## src/rtl/cpu_pkg.sv

```systemverilog
// Shared CPU front-end definitions: fetch FSM states, reset PC and the
// prefetch-buffer entry layout.
package cpu_pkg;

  typedef enum logic [1:0] {
    IDLE    = 2'd0,
    FETCH   = 2'd1,
    DISCARD = 2'd2
  } fetch_state_t;

  localparam logic [31:0] RESET_PC_DEFAULT = 32'h0000_0000;
  localparam logic [31:0] PC_INCR          = 32'd4;

  typedef struct packed {
    logic [31:0] pc;
    logic [31:0] instr;
  } fetch_entry_t;

endpackage

```

## src/rtl/adder32.sv

```systemverilog
// Shared 32-bit adder; the sum wraps modulo 2^32.
module adder32 (
  input  logic [31:0] a,
  input  logic [31:0] b,
  output logic [31:0] sum
);

  assign sum = a + b;

endmodule

```

## src/rtl/fetch_buf.sv

```systemverilog
// Two-entry {pc, instr} prefetch FIFO with flush, occupancy count and
// full/empty flags. Flush wins over push and pop.
module fetch_buf
  import cpu_pkg::*;
(
  input  logic         CLK,
  input  logic         RESET,
  input  logic         flush,
  input  logic         push,
  input  fetch_entry_t push_entry,
  input  logic         pop,
  output fetch_entry_t head,
  output logic [1:0]   count,
  output logic         full,
  output logic         empty
);

  fetch_entry_t mem [2];
  logic         wr_ptr;
  logic         rd_ptr;

  // NOTE: sequential state uses non-blocking assignments so every flop samples pre-edge values.
  always_ff @(posedge CLK) begin
    if (RESET) begin
      wr_ptr <= 1'b0;
      rd_ptr <= 1'b0;
      count  <= 2'd0;
      // NOTE: the two entries are plain flops, so they are reset to give a zero head out of reset.
      mem[0] <= '0;
      mem[1] <= '0;
    end else if (flush) begin
      wr_ptr <= 1'b0;
      rd_ptr <= 1'b0;
      count  <= 2'd0;
    end else begin
      // On a full buffer a push lands in the slot being popped this cycle.
      if (push) begin
        mem[wr_ptr] <= push_entry;
        wr_ptr      <= ~wr_ptr;
      end
      if (pop) rd_ptr <= ~rd_ptr;
      case ({push, pop})
        2'b10:   count <= count + 2'd1;
        2'b01:   count <= count - 2'd1;
        default: count <= count;
      endcase
    end
  end

  assign head  = mem[rd_ptr];
  assign full  = (count == 2'd2);
  assign empty = (count == 2'd0);

endmodule

```

## src/rtl/fetch_ctrl.sv

```systemverilog
// Instruction fetch controller: issues one memory read at a time into a
// 2-entry prefetch buffer and handles redirects without aborting requests.
module fetch_ctrl
  import cpu_pkg::*;
#(
  parameter logic [31:0] RESET_PC = RESET_PC_DEFAULT,
  parameter int          DEPTH    = 2
) (
  input  logic        CLK,
  input  logic        RESET,
  output logic        MEM_REQ,
  output logic [31:0] MEM_ADDR,
  input  logic        MEM_ACK,
  input  logic [31:0] MEM_RDATA,
  output logic        INSTR_VALID,
  output logic [31:0] INSTRUCTION,
  output logic [31:0] INSTR_PC,
  input  logic        INSTR_READY,
  input  logic        REDIRECT,
  input  logic [31:0] REDIRECT_PC,
  output logic [31:0] PC
);

  localparam logic [1:0] DEPTH_CNT = 2'(DEPTH);

  fetch_state_t state;
  fetch_entry_t push_entry;
  fetch_entry_t head;
  logic [1:0]   buf_count;
  logic [1:0]   next_count;
  logic         buf_full;
  logic         buf_empty;
  logic         push;
  logic         pop;
  logic         room;
  logic [31:0]  redirect_al;
  logic [31:0]  pc_plus4;

  assign redirect_al = REDIRECT_PC & 32'hFFFF_FFFC;

  // A redirect flushes the buffer, drops any returning data and masks INSTR_READY.
  assign push       = (state == FETCH) && MEM_ACK && !REDIRECT;
  assign pop        = !buf_empty && INSTR_READY && !REDIRECT;
  assign push_entry = '{pc: MEM_ADDR, instr: MEM_RDATA};

  // NOTE: next_count is assigned a default first, so no latch is inferred.
  always_comb begin
    next_count = buf_count;
    if (push) next_count = next_count + 2'd1;
    if (pop)  next_count = next_count - 2'd1;
  end

  // A new request is only issued when its data is guaranteed a free slot.
  assign room = (next_count < DEPTH_CNT);

  adder32 u_pc_inc (
    .a   (PC),
    .b   (PC_INCR),
    .sum (pc_plus4)
  );

  fetch_buf u_buf (
    .CLK        (CLK),
    .RESET      (RESET),
    .flush      (REDIRECT),
    .push       (push),
    .push_entry (push_entry),
    .pop        (pop),
    .head       (head),
    .count      (buf_count),
    .full       (buf_full),
    .empty      (buf_empty)
  );

  always_ff @(posedge CLK) begin
    if (RESET) begin
      state    <= IDLE;
      PC       <= RESET_PC;
      MEM_REQ  <= 1'b0;
      MEM_ADDR <= 32'h0;
    end else begin
      case (state)
        IDLE: begin
          if (REDIRECT) begin
            PC       <= redirect_al;
            MEM_ADDR <= redirect_al;
            MEM_REQ  <= 1'b1;
            state    <= FETCH;
          end else if (room) begin
            MEM_ADDR <= PC;
            MEM_REQ  <= 1'b1;
            state    <= FETCH;
          end
        end
        FETCH: begin
          if (REDIRECT) begin
            PC <= redirect_al;
            if (MEM_ACK) MEM_ADDR <= redirect_al;
            else         state    <= DISCARD;
          end else if (MEM_ACK) begin
            PC <= pc_plus4;
            if (room) begin
              MEM_ADDR <= pc_plus4;
            end else begin
              MEM_REQ <= 1'b0;
              state   <= IDLE;
            end
          end
        end
        DISCARD: begin
          // The stale request stays on the bus until acked; its data is dropped.
          if (REDIRECT) PC <= redirect_al;
          if (MEM_ACK) begin
            MEM_ADDR <= REDIRECT ? redirect_al : PC;
            state    <= FETCH;
          end
        end
        default: begin
          MEM_REQ <= 1'b0;
          state   <= IDLE;
        end
      endcase
    end
  end

  assign INSTR_VALID = !buf_empty;
  assign INSTRUCTION = head.instr;
  assign INSTR_PC    = head.pc;

  assert property (@(posedge CLK) disable iff (RESET)
                   !(push && buf_full && !pop) && !(pop && buf_empty));

endmodule

```

## config.mk

```make
export PLATFORM = sky130hd
export DESIGN_NAME = fetch_ctrl
export DESIGN_NICKNAME = d
export VERILOG_FILES = /design/src/rtl/cpu_pkg.sv /design/src/rtl/adder32.sv /design/src/rtl/fetch_buf.sv /design/src/rtl/fetch_ctrl.sv
export SDC_FILE = /design/constraint.sdc
export NUM_CORES = 1
export LEC_CHECK = 0
export ABC_AREA = 1
export CAP_MARGIN = 5
export CELL_PAD_IN_SITES_DETAIL_PLACEMENT = 1
export CELL_PAD_IN_SITES_GLOBAL_PLACEMENT = 1
export CORE_MARGIN = 5
export CORE_UTILIZATION = 42
export DETAILED_ROUTE_END_ITERATION = 12
export GPL_TIMING_DRIVEN = 0
export PLACE_DENSITY = 0.93
export SETUP_SLACK_MARGIN = 0.1
export SLEW_MARGIN = 30
export SYNTH_ARGS = -nofsm -noshare
export SYNTH_HDL_FRONTEND = slang
export SYNTH_SLANG_ARGS = --single-unit
```

## constraint.sdc

```tcl
create_clock -name CLK -period 9.9 [get_ports CLK]
set_clock_uncertainty 0.15 [all_clocks]
set_input_delay 2.475 -clock CLK [delete_from_list [all_inputs] [get_ports CLK]]
set_output_delay 2.475 -clock CLK [all_outputs]
set_load 0.05 [all_outputs]
```

==> run_results.csv <==
group,metric,value,unit
run_status,status,"completed",
worst_setup_path,cp.arrival,3150,ps
timing,period_share,58.3,%
die,rows,56,
timing,rsz0062_at_grt,"false",
timing,tightest_slew,785,ps
yosys,synth-seq-cells,200,
die,die_area,27300,µm²
placement,placed_cells,1723,
timing,fin_tns_setup,0,ps
timing,max_freq,173,MHz
worst_setup_path,critPathMaxStageDelay,750,ps
clocking,cts_root_buf,"clkbuf_16",
yosys,yosys_warnings,0,
global_route,grt_pass1_vias,10067,
detailed_routing,viasPerCell,5.40,
worst_setup_path,path_common_cell,"clkbuf_1",
worst_setup_path,r2r-end,"u_buf.mem[0][42]$_SDFFCE_PN0P_",
power,leakage,5.20,nW
detailed_routing,drtAntennaViolNets,0,
detailed_routing,finalWirelength,37200,µm
worst_setup_path,r2r_slack,6680,ps
yosys,synth_cells,1208,
die,start_util,42.9,%
detailed_routing,drc,0,
detailed_routing,firstDrtPassIters,6,
die,core-area,23600,µm²
worst_setup_path,start_kind,"register",
layout,layout_common_cells,"nor2_1, clkdlybuf4s50_1, nand2_1, edfxtp_1, inv_1",
layout,drive_gt1_share,9.27,%
timing,report.final.setup_viol,0,
clocking,cts_sinks,200,
layout,syn2layout_area_growth,29.5,%
layout,fin_cells,1754,
yosys,synth_async_sr_flop_share,0,%
detailed_routing,vias,9480,
detailed_routing,wire_per_inst,21.2,µm
die,pin_count,199,
power,irDropWorstVdd,0.0926,mV
layout,diodes,0,
worst_setup_path,worstPathRequired,7280,ps
timing,drv_slew,0,
placement,io_buffers,194,
clocking,clk-insertion-delay-late,450,ps
global_route,antenna_found_initial,0,
timing,post-route-min-period,5770,ps
global_route,overflow,0,
yosys,seq_area_frac_synth,52.2,%
job,drv_cap,0,
worst_setup_path,path_cells,"clkbuf_1, clkbuf_1, mux2_2, clkdlybuf4s50_1",
worst_setup_path,cp_top_family,"buffers and inverters",
yosys,synthesis.nets,1280,
clocking,cts_tree,"yes",
yosys,synthFlopType,"edfxtp_1",
detailed_routing,drtIter0Drc,697,
timing,hold_violations,0,
global_route,grt_pass1_wl,56400,µm
global_route,grt_max_degree,39,
min_path,hold_class,"reg -> reg",
worst_setup_path,reg2reg_depth,9,
placement,dp_worst_setup_slack,4180,ps
layout,nNetsFinal,1495,
yosys,synth_cell_types,37,
worst_setup_path,timing.rr.start,"state[1]$_SDFFE_PP0P_",
timing,slew_headroom,47.7,%
clocking,cts_max_level,4,
worst_setup_path,worst-path-buf-inv,3,
clocking,post_cts_buffers,0,
clocking,cts-resized-gates,0,
worst_setup_path,cp.depth,4,
worst_setup_path,setup.worst_path.class,"reg -> out",
die,chipHeight,165,µm
yosys,avgSynthCellArea,8.38,µm²
placement,hpwl,27500,µm
clocking,cts_buffers,17,
yosys,synth.cell_area,10100,µm²
power,powerDensity,178,nW/µm²
clocking,clk_path_buf_depth,2,
die,die_width,165,µm
layout,final_common_cell,"nor2_1",
worst_setup_path,crit_path_end_kind,"output pin",
yosys,synth_edf_count,128,
placement,gp_congestion,0.890,
clocking,cts.hold.buffers_added,0,
worst_setup_path,slowest_stage,"clkdlybuf4s50_1",
clocking,cts.clk_slew.worst_paths,80,ps
global_route,track_usage,27.0,%
timing,setup_slack,4130,ps
worst_setup_path,crit_path_end,"INSTR_PC[6]",
worst_setup_path,crit_fanout,10,
-- registers in the layout (all words and copies together) (netlist names), named ones only --
register / flops
MEM_ADDR: 32
u_buf.mem: 128
u_buf.rd_ptr: 1
u_buf.count: 2
MEM_REQ: 1
state: 2
u_buf.wr_ptr: 1
PC: 32
-- worst reg2reg max path, delay by kind of cell, from the launching register on --
family                 cells  cell delay, ps
DFF                        1             320
and+or+nand+nor            3             730
buffers and inverters      6            1730
-- Yosys cell counts, types with 8 or more instances --
cell,n,area (µm²)
a21oi_1,94,470
a221oi_1,8,70.1
buf_1,13,48.8
buf_2,11,55.1
clkbuf_1,42,158
dfxtp_1,72,1440
edfxtp_1,128,3840
inv_1,125,469
mux2_2,64,721
nand2_1,194,728
nand3_1,66,330
nand4_1,11,68.8
nor2_1,265,995
o211ai_1,8,60.1
o21ai_0,50,250
-- cells by family (layout without fill, tap and decap cells) --
kind of cell,Yosys count,count (layout),share of synthesized area [%]
compound gates,179,179,9.70
fa+ha+maj,3,3,0.371
buf+inv,201,428,7.81
mux,65,65,7.22
simple gates,557,557,22.5
flops,200,200,52.2
xor+xnor,3,3,0.259
-- cell type report --
cell class	instances	area, µm²
Inverter	130	488
Sequential cell	200	5290
Clock inverter	14	165
Fill cell	2791	10500
Timing Repair Buffer	196	1980
Buffer	71	303
Multi-Input combinational cell	807	4070
Tap cell	319	399
Clock buffer	17	425
-- metrics by stage --
stage | total power, mW | instance area (µm²) | hold slack [ps] | utilization (%)
final | 2.33 | 13100 | 313 | 55.5
after detailed placement | 1.63 | 12500 | 299 | 53.0
after CTS | 2.33 | 13100 | 309 | 55.5
after global placement | 1.61 | 12500 | 290 | 52.8
after global routing | 2.42 | 13100 | 329 | 55.5
after floorplan | 1.39 | 10100 | 293 | -
-- worst min-delay path by stage --
stage,startpoint,end,slack [ps],cells after the start
after detailed placement,MEM_REQ$_SDFFE_PP0P_,MEM_REQ$_SDFFE_PP0P_,300,2
after CTS,MEM_REQ$_SDFFE_PP0P_,MEM_REQ$_SDFFE_PP0P_,310,2
after floorplan,u_buf.count[0]$_SDFFE_PP0P_,u_buf.count[0]$_SDFFE_PP0P_,290,1
final,MEM_REQ$_SDFFE_PP0P_,MEM_REQ$_SDFFE_PP0P_,310,2
after global routing,MEM_REQ$_SDFFE_PP0P_,MEM_REQ$_SDFFE_PP0P_,330,2
after global placement,MEM_REQ$_SDFFE_PP0P_,MEM_REQ$_SDFFE_PP0P_,290,2
-- power by group --
group / switching [mW] / internal, mW / total, mW
registers: 0.0522 / 0.945 / 0.997
logic: 0.431 / 0.196 / 0.627
clock network: 0.365 / 0.341 / 0.707
-- metal layers --
layer	wire (µm)	up-vias	GRT usage [%]
met2	19000	374	49.8
met3	2850	60	5.41
met1	14400	4622	31.1
met5	0	-	0
met4	970	0	8.77
li1	-	4424	-
Note: power is estimated with default switching activity, not from simulation.
